`config.mk`:
```
export PLATFORM = sky130hd
export DESIGN_NAME = cr16_operand_stage_flat
export DESIGN_NICKNAME = d
export VERILOG_FILES = /design/src/rtl/cr16_pkg.sv /design/src/rtl/cr16_operand_stage_if.sv /design/src/rtl/cr16_regbank.sv /design/src/rtl/cr16_operand_stage.sv /design/src/flat_wrapper.sv
export SDC_FILE = /design/constraint.sdc
export NUM_CORES = 1
export LEC_CHECK = 0
export ABC_AREA = 1
export BUFFER_PORTS_ARGS = -buffer_cell sky130_fd_sc_hd__buf_2
export CORE_MARGIN = 5
export CORE_UTILIZATION = 30
export DETAILED_ROUTE_END_ITERATION = 6
export SYNTH_ARGS = -nofsm -noshare
export SYNTH_HDL_FRONTEND = slang
export SYNTH_SLANG_ARGS = --single-unit
export TNS_END_PERCENT = 1
```
`constraint.sdc`:
```
create_clock -name clk -period 11.77 [get_ports clk]
set_input_delay 0.5885 -clock clk [delete_from_list [all_inputs] [get_ports clk]]
set_output_delay 0.5885 -clock clk [all_outputs]
set_load 0.01 [all_outputs]
```
`src/rtl/cr16_pkg.sv`:
```
// rtl/cr16_pkg.sv - shared CR16 datapath constants, types and ALU opcodes
package cr16_pkg;

  localparam int DATA_W   = 16;
  localparam int ADDR_W   = 4;
  localparam int IMM_W    = 8;
  localparam int NUM_REGS = 16;
  localparam int FLAG_W   = 5;

  // PSR bit positions, packed as {L,C,F,Z,N}
  localparam int FLAG_L = 4;
  localparam int FLAG_C = 3;
  localparam int FLAG_F = 2;
  localparam int FLAG_Z = 1;
  localparam int FLAG_N = 0;

  typedef logic [DATA_W-1:0] word_t;
  typedef logic [ADDR_W-1:0] addr_t;
  typedef logic [IMM_W-1:0]  imm_t;
  typedef logic [FLAG_W-1:0] flags_t;

  // ALU operations, shared by the decoder and the ALU
  typedef enum logic [3:0] {
    ALU_ADD  = 4'h0,
    ALU_ADDC = 4'h1,
    ALU_SUB  = 4'h2,
    ALU_SUBC = 4'h3,
    ALU_CMP  = 4'h4,
    ALU_AND  = 4'h5,
    ALU_OR   = 4'h6,
    ALU_XOR  = 4'h7,
    ALU_MOV  = 4'h8,
    ALU_LSH  = 4'h9,
    ALU_ASH  = 4'hA,
    ALU_NOP  = 4'hF
  } alu_op_e;

endpackage

```
`src/rtl/cr16_operand_stage_if.sv`:
```
// rtl/cr16_operand_stage_if.sv - issue, write-back and operand signals of the operand stage
interface cr16_operand_stage_if;
  import cr16_pkg::*;

  // issue side
  logic   issue_valid;
  logic   stall;
  addr_t  rdest_addr;
  addr_t  rsrc_addr;
  imm_t   imm;
  logic   imm_sel;
  logic   imm_sign;

  // write-back side
  logic   wb_en;
  addr_t  wb_addr;
  word_t  wb_data;
  flags_t flags_in;
  flags_t flags_we;

  // operand / status outputs
  word_t  op_a;
  word_t  op_b;
  logic   op_valid;
  flags_t psr;

  // controller side
  modport master (
    output issue_valid, stall, rdest_addr, rsrc_addr, imm, imm_sel, imm_sign,
    output wb_en, wb_addr, wb_data, flags_in, flags_we,
    input  op_a, op_b, op_valid, psr
  );

  // operand stage side
  modport slave (
    input  issue_valid, stall, rdest_addr, rsrc_addr, imm, imm_sel, imm_sign,
    input  wb_en, wb_addr, wb_data, flags_in, flags_we,
    output op_a, op_b, op_valid, psr
  );

endinterface

```
`src/rtl/cr16_regbank.sv`:
```
// rtl/cr16_regbank.sv - 16x16 general register array, one write port, two async read ports
module cr16_regbank
  import cr16_pkg::*;
(
  input  logic  clk,
  input  logic  reset,
  input  logic  we,
  input  addr_t waddr,
  input  word_t wdata,
  input  addr_t raddr_a,
  output word_t rdata_a,
  input  addr_t raddr_b,
  output word_t rdata_b
);

  word_t mem [NUM_REGS];

  // storage: whole array cleared on reset, single write port otherwise
  always_ff @(posedge clk or posedge reset) begin
    if (reset) begin
      for (int i = 0; i < NUM_REGS; i++) begin
        mem[i] <= '0;
      end
    end else if (we) begin
      mem[waddr] <= wdata;
    end
  end

  // two independent combinational read ports of the stored values
  always_comb begin
    rdata_a = mem[raddr_a];
    rdata_b = mem[raddr_b];
  end

endmodule

```
`src/rtl/cr16_operand_stage.sv`:
```
// rtl/cr16_operand_stage.sv - CR16 operand fetch, write-back forwarding and PSR
module cr16_operand_stage
  import cr16_pkg::*;
(
  input  logic                 clk,
  input  logic                 reset,
  cr16_operand_stage_if.slave  bus
);

  word_t  stored_a;
  word_t  stored_b;
  word_t  fwd_a;
  word_t  fwd_b;
  word_t  imm_ext;
  word_t  sel_b;

  word_t  op_a_q;
  word_t  op_b_q;
  logic   op_valid_q;
  flags_t psr_q;

  cr16_regbank u_regbank (
    .clk     (clk),
    .reset   (reset),
    .we      (bus.wb_en),
    .waddr   (bus.wb_addr),
    .wdata   (bus.wb_data),
    .raddr_a (bus.rdest_addr),
    .rdata_a (stored_a),
    .raddr_b (bus.rsrc_addr),
    .rdata_b (stored_b)
  );

  // bypass a same-cycle write-back onto each register read, then pick B source;
  // the immediate path is never bypassed
  always_comb begin
    fwd_a = stored_a;
    fwd_b = stored_b;
    if (bus.wb_en && (bus.wb_addr == bus.rdest_addr)) begin
      fwd_a = bus.wb_data;
    end
    if (bus.wb_en && (bus.wb_addr == bus.rsrc_addr)) begin
      fwd_b = bus.wb_data;
    end
    if (bus.imm_sign) begin
      imm_ext = {{(DATA_W-IMM_W){bus.imm[IMM_W-1]}}, bus.imm};
    end else begin
      imm_ext = {{(DATA_W-IMM_W){1'b0}}, bus.imm};
    end
    sel_b = bus.imm_sel ? imm_ext : fwd_b;
  end

  // operand registers: stall freezes everything, otherwise capture on issue
  always_ff @(posedge clk or posedge reset) begin
    if (reset) begin
      op_a_q     <= '0;
      op_b_q     <= '0;
      op_valid_q <= 1'b0;
    end else if (!bus.stall) begin
      op_valid_q <= bus.issue_valid;
      if (bus.issue_valid) begin
        op_a_q <= fwd_a;
        op_b_q <= sel_b;
      end
    end
  end

  // PSR: per-bit masked write, independent of stall
  always_ff @(posedge clk or posedge reset) begin
    if (reset) begin
      psr_q <= '0;
    end else begin
      for (int i = 0; i < FLAG_W; i++) begin
        if (bus.flags_we[i]) begin
          psr_q[i] <= bus.flags_in[i];
        end
      end
    end
  end

  assign bus.op_a     = op_a_q;
  assign bus.op_b     = op_b_q;
  assign bus.op_valid = op_valid_q;
  assign bus.psr      = psr_q;

endmodule

```
`src/flat_wrapper.sv`:
```
// flat-port wrapper written by rule: the top's interface ports become plain ports
module cr16_operand_stage_flat import cr16_pkg::*;
  (clk, reset, bus_issue_valid, bus_stall, bus_rdest_addr, bus_rsrc_addr, bus_imm, bus_imm_sel, bus_imm_sign, bus_wb_en, bus_wb_addr, bus_wb_data, bus_flags_in, bus_flags_we, bus_op_a, bus_op_b, bus_op_valid, bus_psr);
  cr16_operand_stage_if bus_i ();
  input  logic clk;
  input  logic reset;
  input wire logic [$bits(bus_i.issue_valid)-1:0] bus_issue_valid;
  input wire logic [$bits(bus_i.stall)-1:0] bus_stall;
  input wire logic [$bits(bus_i.rdest_addr)-1:0] bus_rdest_addr;
  input wire logic [$bits(bus_i.rsrc_addr)-1:0] bus_rsrc_addr;
  input wire logic [$bits(bus_i.imm)-1:0] bus_imm;
  input wire logic [$bits(bus_i.imm_sel)-1:0] bus_imm_sel;
  input wire logic [$bits(bus_i.imm_sign)-1:0] bus_imm_sign;
  input wire logic [$bits(bus_i.wb_en)-1:0] bus_wb_en;
  input wire logic [$bits(bus_i.wb_addr)-1:0] bus_wb_addr;
  input wire logic [$bits(bus_i.wb_data)-1:0] bus_wb_data;
  input wire logic [$bits(bus_i.flags_in)-1:0] bus_flags_in;
  input wire logic [$bits(bus_i.flags_we)-1:0] bus_flags_we;
  output wire logic [$bits(bus_i.op_a)-1:0] bus_op_a;
  output wire logic [$bits(bus_i.op_b)-1:0] bus_op_b;
  output wire logic [$bits(bus_i.op_valid)-1:0] bus_op_valid;
  output wire logic [$bits(bus_i.psr)-1:0] bus_psr;
  assign bus_i.issue_valid = bus_issue_valid;
  assign bus_i.stall = bus_stall;
  assign bus_i.rdest_addr = bus_rdest_addr;
  assign bus_i.rsrc_addr = bus_rsrc_addr;
  assign bus_i.imm = bus_imm;
  assign bus_i.imm_sel = bus_imm_sel;
  assign bus_i.imm_sign = bus_imm_sign;
  assign bus_i.wb_en = bus_wb_en;
  assign bus_i.wb_addr = bus_wb_addr;
  assign bus_i.wb_data = bus_wb_data;
  assign bus_i.flags_in = bus_flags_in;
  assign bus_i.flags_we = bus_flags_we;
  assign bus_op_a = bus_i.op_a;
  assign bus_op_b = bus_i.op_b;
  assign bus_op_valid = bus_i.op_valid;
  assign bus_psr = bus_i.psr;
  cr16_operand_stage u_core (.clk(clk), .reset(reset), .bus(bus_i));
endmodule
```
# --- Word-level counts from Yosys, hierarchy flattened ---
# Index checks and enable logic that the tools add are counted.
word_totals:
  ramBits: 0
  output_inout_bits: 38
  elab_cells: 51
  register_bits: 294
  latchBits: 0
  mem_count: 0
  romBits: 0
  input_bits: 53
classes:
  n_eq_ne: 2
  mux: 13
  mul: 0
  magnitude_cmp: 4
  n_bitwise: 4
  add_sub_neg: 0
  shift: 0
  n_reduce_logical: 4
  div: 0
ops:
  columns: ["cell", "count"]
  rows:
  - ["256-bit bitwise mux", 1]
  - ["16-bit 2-to-1 mux", 9]
  - ["16-bit binary-select mux with 4-bit select", 2]
  - ["16-bit demux with 4-bit select", 1]
  - ["5-bit >= comparator (second input constant)", 3]
  - ["4-bit inverter with 5-bit output", 3]
  - ["4-bit == test", 2]
  - ["5-bit by 1-bit < comparator with 1-bit output (second input constant)", 1]
  - ["1-bit logical AND", 3]
  - ["2-bit AND reduction", 1]
  - ["1-bit inverter", 1]

# --- Logic depth before layout (Yosys ltp) ---
# Gate-level depths: netlist (run 1).
logic_depth:
  ltp_word: 6
  depth_mapped: 11
  mapped_depth_nobuf: 9

# --- Cells and area by module ---
# A second synthesis (run 1) with hierarchy kept.
hier_totals:
  cells_unflattened: 2554
  area_unflattened_um2: 17176.5
modules_own_cells:
  columns: ["module", "cells_per_inst", "seq_area_each_um2", "area_each_um2", "n_inst"]
  rows:
  - ["cr16_regbank", 2240, 6406.1, 14986.9, 1]
  - ["cr16_operand_stage", 314, 950.9, 2189.6, 1]

# --- Least setup slack after synthesis (run 1) ---
# Ideal clock, no wire load.
synth_timing:
  path_kind: "input -> register"
  start: "in bus_rdest_addr[2]"
  end: "reg u_core.op_a_q[2] (netlist: u_core.bus.op_a[2])"
  path_stages: 10
  required_time_ps: 11654
  n_path_buf: 2
  arrival_ps: 1545
  slack_ps: 10108
  setup_ps: 116
  path_cell_list: "buf_2 -> inv_2 -> o22ai_1 -> a21oi_1 -> nand3_2 -> buf_2 -> nor2_1 -> nor2_1 -> nand2_1 -> nand2_1"
synth_via:
  elab_chain_len: 5
  elab_cells_between_ends: 7
  classes_between: "1 x eq/ne; 4 x mux; 1 x bitwise; 1 x reduce/logical"
synth_lines:
  columns: ["element", "line_no", "text"]
  rows:
  - ["from (decl)", "flat_wrapper.sv:9", "input wire logic [$bits(bus_i.rdest_addr)-1:0] bus_rdest_addr;"]
  - ["4-bit inverter with 5-bit output (not written as such)", "cr16_regbank.sv:31", "rdata_a = mem[raddr_a];"]
  - ["16-bit binary-select mux with 4-bit select", "cr16_regbank.sv:31", null]
  - ["16-bit 2-to-1 mux (not written as such) (2 in series)", "cr16_regbank.sv:31", null]
  - ["16-bit 2-to-1 mux *", "cr16_operand_stage.sv:39", "if (bus.wb_en && (bus.wb_addr == bus.rdest_addr)) begin"]
  - ["to (signal assigned)", "cr16_operand_stage.sv:62", "op_a_q <= fwd_a;"]
  - ["to (decl)", "cr16_operand_stage.sv:17", "word_t op_a_q;"]
# Mark *: on every way between the ends. The rest lies on a longest branch, timed or not. The select of a mux whose other input is x is not followed.
# A chain may end at the register's enable or synchronous reset.

# --- Worst setup path after layout (run 1) ---
layout_timing:
  start: "in bus_rdest_addr[1]"
  end: "reg u_core.op_a_q[1] (netlist: u_core.bus.op_a[1])"
# The elaborated chain is that of the path after synthesis.

==> results of run 1 <==
## through the flow
step,utilization,total power [mW],hold slack [ns]
after floorplan,-,1.780,0.4530
after global placement,0.3173,1.973,0.4662
after detailed placement,0.3173,1.992,0.4646
after CTS,0.3390,3.126,0.1628
after global routing,0.3390,3.288,0.1883
final,0.3391,3.117,0.1271
## cells in the final DEF, fill, tap and decap left out, types with 4 or more instances in the layout
cell type	instances
inv_2	8
buf_4	31
clkinv_2	4
inv_1	218
nand3_1	290
a21oi_1	153
clkbuf_1	7
nand2_1	596
o21ai_1	39
nor2_1	153
mux2_2	5
clkbuf_16	37
dfrtp_1	294
clkbuf_8	8
o21ai_0	380
buf_2	87
nand3_2	4
## worst max path at each step
stage          slack [ns]               from                   to
3_3_place_gp         8.51  bus_rdest_addr[0]  u_core.bus.op_a[11]
6_report             8.90  bus_rdest_addr[1]   u_core.bus.op_a[1]
2_1_floorplan        3.06              reset   u_core.bus.op_a[0]
4_1_cts              9.03  bus_rdest_addr[0]   u_core.bus.op_a[8]
5_1_grt              8.70  bus_rdest_addr[0]  u_core.bus.op_a[14]
3_5_place_dp         8.47   bus_rsrc_addr[0]   u_core.bus.op_b[3]
## final cells by class
class,count,area [sq um]
well taps,696,870.8
diodes,2,5.005
clock buffers,52,1062
inverters,229,868.3
flip-flops and latches,294,7357
repair buffers,119,679.4
fillers,5766,35570
multi-input cells,1629,7301
clock inverters,6,105.1
## cells by family (layout without fill, tap and decap cells)
kind of cell | after synthesis | in the layout
buffers and inverters | 410 | 406
muxes | 5 | 5
DFF | 294 | 294
other | 0 | 2
AOI/OAI and AO/OA | 574 | 574
and+or+nand+nor | 1048 | 1048
xor gates and xnor gates | 2 | 2
## report_power, final
part / switching (mW) / leakage (nW) / internal [mW] / total (mW)
clock: 0.443 / 0.576 / 0.686 / 1.13
combinational: 0.418 / 4.50 / 0.217 / 0.635
sequential: 0.137 / 3.68 / 1.22 / 1.35
total: 0.998 / 8.76 / 2.12 / 3.12
## sequential cells by signal, indices dropped and copies added, names as in the netlist
register	count
u_core.u_regbank.mem	256
u_core.bus.op_a	16
u_core.bus.op_b	16
u_core.bus.psr	5
u_core.bus.op_valid	1
## metal layers
metal	up-vias	part of all wire
li1	7497	-
met1	7532	0.42
met2	900	0.42
met3	134	0.11
met4	12	0.037
met5	-	0.0015
==> impl_metrics.yaml, run 1 <==
clock_network:
  cts-hold-fix-buffers: 0
  ctsRootBufferMaster: "clkbuf_16"
  cts_sinks: 294
  cts_buffer_depth: 3
  cts_setup_buffers: 0
  ctsResizeCount: 0
  htreeDepth: 2
  clk_latency_ns: 0.54
  cts_buffers: 35
  cts_tree: "built"
  clkTransAtPathRegs_ns: 0.06
logic_synthesis:
  synth-compound-area-share: 0.1764
  synth_mux_area_frac: 0.003455
  yosys_warnings: 0
  synth_top_cells_by_count: "596 x nand2_1, 380 x o21ai_0, 294 x dfrtp_1"
  synthTopCellsByArea: "dfrtp_1 45%, nand2_1 14%, o21ai_0 12%"
  ys_seq_area_frac: 0.4514
  synth_area_sq_um: 16300
  synthSimpleGateAreaFrac: 0.2660
  synth_area_per_cell_sq_um: 6.985
  synthAdderAreaFrac: 0
  ys_async_sr_fraction: 1.000
  synth.most_common_cell: "nand2_1"
  synth_top_family_by_area: "simple AND/OR/NAND/NOR gates"
  synth-xor-area-share: 0.001075
  synth_edf_count: 0
  synth_cell_type_count: 22
  ys.flop_type: "dfrtp_1"
  syn-instance-count: 2333
  yosys.area.top_type: "dfrtp_1"
  ys_seq_elements: 294
  synth_nets: 2386
  yosysTopAreaCellShare: 0.4514
power:
  p_per_area_nw_per_um2: 170.8
  ir_drop_uv: 78.35
  leakage_nw: 8.759
timing:
  fin_skew_ns: 0.01687
  period_share: 0.2439
  min_period_ns: 2.870
  hold_viol_final: 0
  rsz0062_at_grt: "false"
  setup_tns_ns: 0
  fin_ws_ns: 8.900
  worst_pin_slew_ns: 1.142
  max_slew_margin: 0.2389
  final_max_slew_viol_count: 0
  clock.fmax_ghz: 0.3484
  setup_viol: 0
drt:
  dr.pass1.iters: 6
  antenna_left: 0
  post_drt_wl_per_cell_um: 19.22
  vias_per_cell: 5.311
  totalWireLength_mm: 58.17
  drc: 0
  dr.first_iter.drc_count: 2145
  dr_total_vias: 16080
placed_design:
  port_buffers: 90
  hpwlAfterDp_mm: 36.02
  post_dp_cell_area_sq_um: 17080
  place_ws_ns: 8.466
  place_congestion: 0.8829
  numPlacedInstances: 2967
grt:
  grt.met2_usage: 0.2822
  grt_usage: 0.1911
  antenna_found_initial: 6
  top_usage_layer: "met2"
  grt_max_degree: 110
  grt_pass1_vias: 15030
  grt.overflow.total: 0
  globalRouteMet1Util: 0.2703
  met3_usage: 0.04686
  grt_pass1_wl_mm: 90.11
job:
  max-cap-violations: 0
layout:
  area_growth_pct: 11.98
  stdcell_count: 3027
  nets: 2361
  stdcell_area_sq_um: 18250
  drive_gt1_frac: 0.08330
setup_path:
  cp_slowest_cell: "buf_4"
  reg2reg_depth: 8
  r2r-end: "u_core.bus.op_a[9]"
  timing.rr.start: "u_core.u_regbank.mem[89]"
  path_depth: 11
  crit_chain: "buf_2 > buf_4 > inv_2 > buf_4 > a21oi_1 > o21ai_0 > nand3_1 > nand3_1 > nand3_1 > nand2_1 > nand2_1"
  cp_data_arrival_time_ns: 3.36
  criticalPathCategory: "primary input to flop"
  crit_top_cell: "nand3_1"
  cp_top_family: "buffers and inverters"
  worst-path-buf-inv: 4
  cp-end-kind: "flop"
  r2r_slack_ns: 10.33
  cp_max_fo: 67
  start_kind: "primary input"
  cp_slowest_stage_delay_ns: 0.76
  cp.required_ns: 12.26
die:
  die_area_sq_um: 59080
  die_width_um: 243.1
  start_util: 0.3028
  chipHeight_um: 243.1
  core.rowCount: 85
  ios: 91
  coreArea_sq_um: 53810
hold_path:
  holdCritPathClass: "primary input to async pin"
status:
  status: "complete, no violations"
Note: power is estimated with default switching activity, not from simulation.
==> run 2, diff against run 1 <==
Settings changed: ABC_AREA 1 to 0.
Clock period 11.77 ns to 2.4 ns, I/O delays scaled along.
==> run 2 against run 1 <==
Against the previous run: total power rose to 5.1 times the previous value; non-clock buffer count is 59 higher; sequential cell count is the same; critical path depth fell by 4; setup slack worse by 8.2 ns; register-to-register slack worse by 9.5 ns; synthesized cell count down 55%; clock power grew to 4.7 times the previous value; final area grew 0.14%; cell count decreased by 38%; core utilization grew 1.7 points; clock-buffer cell count unchanged; critical path type unchanged; largest power group unchanged.
==> impl_metrics.yaml, run 2 <==
drt:
  antenna_left: 0
  dr.first_iter.drc_count: 953
  vias_per_cell: 5.503
  post_drt_wl_per_cell_um: 25.48
  dr_total_vias: 10250
  dr.pass1.iters: 4
  drc: 0
  totalWireLength_mm: 47.45
power:
  p_switching_mw: 4.322
  ir_drop_uv: 488.1
  switching_share: 0.2743
  leakage_nw: 7.637
  internal-power_mw: 11.43
  pwr-share-seq: 0.445
  p_per_area_nw_per_um2: 862.2
  power_mw: 15.76
  power_frac_comb: 0.216
  clkPwrFrac: 0.339
layout:
  layout_commonest_cell: "dfrtp_1"
  regMostFlops: "u_core.u_regbank.mem"
  drive_gt1_frac: 0.5351
  final_cell_mix: "294 x dfrtp_1, 266 x mux2_2, 112 x mux4_2"
  fin_util: 0.3562
  area_growth_pct: 17.77
  nets: 1209
  stdcell_count: 1862
  largest_reg_flops: 256
timing:
  period_share: 0.7213
  fin_skew_ns: 0.01963
  rsz0062_at_grt: "false"
  worst_pin_slew_ns: 1.196
  clock.fmax_ghz: 0.5777
  min_period_ns: 1.731
  setup_viol: 0
  max_slew_margin: 0.2024
  setup_tns_ns: 0
  hold_viol_final: 0
  final_max_slew_viol_count: 0
logic_synthesis:
  ys_seq_area_frac: 0.4742
  synth_top_cells_by_count: "294 x dfrtp_1, 266 x mux2_2, 112 x mux4_2"
  ys_seq_elements: 294
  ys.flop_type: "dfrtp_1"
  synth_edf_count: 0
  yosys_warnings: 0
  synth_area_per_cell_sq_um: 14.93
  synth_cell_type_count: 41
  synth_nets: 1092
  ys_async_sr_fraction: 1.000
  syn-instance-count: 1039
  synth_area_sq_um: 15520
  synthTopCellsByArea: "dfrtp_1 47%, mux2_2 19%, mux4_2 16%"
  synth.most_common_cell: "dfrtp_1"
  yosysTopAreaCellShare: 0.4742
  yosys.area.top_type: "dfrtp_1"
clock_network:
  cts_setup_buffers: 0
  htreeDepth: 2
  ctsRootBufferMaster: "clkbuf_16"
  clkTransAtPathRegs_ns: 0.06
  cts_sinks: 294
  clk_latency_ns: 0.53
  cts_buffers: 34
  cts_buffer_depth: 3
  cts_tree: "built"
setup_path:
  cp-end-kind: "flop"
  start_kind: "primary input"
  cp.required_ns: 2.76
  criticalPathCategory: "primary input to flop"
  cp_max_fo: 8
  cp_data_arrival_time_ns: 2.09
job:
  max-cap-violations: 0
die:
  start_util: 0.3024
  core.rowCount: 83
  coreArea_sq_um: 51300
  chipHeight_um: 237.4
  die_area_sq_um: 56370
  die_width_um: 237.4
  ios: 91
status:
  status: "complete, no violations"
grt:
  grt_usage: 0.1669
  grt_pass1_vias: 10780
  grt_max_degree: 96
  grt_pass1_wl_mm: 72.14
  grt.overflow.total: 0
  antenna_found_initial: 5
placed_design:
  numPlacedInstances: 1781
  place_congestion: 0.8071
  port_buffers: 90
  hpwlAfterDp_mm: 31.48
hold_path:
  holdCritPathClass: "primary input to flop"
-- run 2: cell count changes after synthesis, moves of 39 or more --
cell / before / now
a21oi_1: 153 / 18
inv_1: 220 / 1
o21ai_1: 39 / 0
clkbuf_1: 89 / 35
mux4_2: 0 / 112
o21ai_0: 380 / 0
mux2_2: 5 / 266
nor2_1: 153 / 3
nand2_1: 596 / 32
nand3_1: 292 / 3
-- run 2: kinds of logic after synthesis --
| logic type | synth area share |
|---|---|
| flops | 0.4742 |
| buf+inv | 0.03532 |
| compound gates | 0.06741 |
| simple gates | 0.02838 |
| xor+xnor | 0.004516 |
| mux | 0.3902 |
-- run 2: path summary, 6_finish.rpt --
check / startpoint / to / slack (ns) / cells past startpoint
min in group asynchronous: reset / u_core.u_regbank.mem[60] / 0.27 / 4
worst min register to register: u_core.bus.op_valid / u_core.bus.op_valid / 0.49 / 2
worst max-delay path: bus_stall / u_core.bus.op_b[10] / 0.67 / 7
max in group asynchronous: reset / u_core.u_regbank.mem[144] / 1.44 / 5
worst min-delay path: bus_imm[6] / u_core.bus.op_b[6] / 0.04 / 3
worst max register to register: u_core.u_regbank.mem[153] / u_core.bus.op_a[9] / 0.80 / 4
-- run 2: area by class of cell --
class / instances / area (sq um)
Antenna cell: 1 / 2.502
Clock buffer: 52 / 1039
Clock inverter: 9 / 117.6
Fill cell: 4991 / 33030
Inverter: 1 / 7.507
Multi-Input combinational cell: 647 / 7621
Sequential cell: 294 / 7357
Tap cell: 680 / 850.8
Timing Repair Buffer: 178 / 1279
-- run 2: repair_timing --
| action | in CTS | in global routing |
|---|---|---|
| hold buffers | 19 | 0 |
| gates resized for setup | 0 | 0 |
| hold endpoints to repair | 168 | 0 |
-- run 2: per-stage QoR --
stage,hold WS (ns),worst slack (ns),cell area [sq um]
5_1_grt,0.02873,0.6390,18270
4_1_cts,0.02462,0.7291,18270
6_report,0.04250,0.6690,18270
2_1_floorplan,0.2337,-1.623,15520
3_3_place_gp,0.2834,0.5182,16930
3_5_place_dp,0.2741,0.5117,16930
-- run 2: critical path: stages --
cell,delay (ns)
dlygate4sd3_1,0.54
buf_2,0.14
nand2b_1,0.24
a31oi_1,0.21
nand3_1,0.41
o221ai_1,0.34
a31oi_1,0.08
-- run 2: power by group through the flow --
stage | logic [mW] | registers, mW | clock network, mW
after global placement | 3.32 | 7.04 | 0
after detailed placement | 3.39 | 7.06 | 0
final | 3.40 | 7.01 | 5.34
after global routing | 3.69 | 7.14 | 5.66
after CTS | 3.43 | 6.99 | 5.45
after floorplan | 2.60 | 6.76 | 0
-- run 2: per-layer routing --
layer,GRT usage,up-vias,routed length (um)
li1,-,4307,-
met1,0.2222,5491,20000
met2,0.2753,357,23200
met3,0.03515,87,2794
met4,0.05178,4,1417
met5,0,-,27
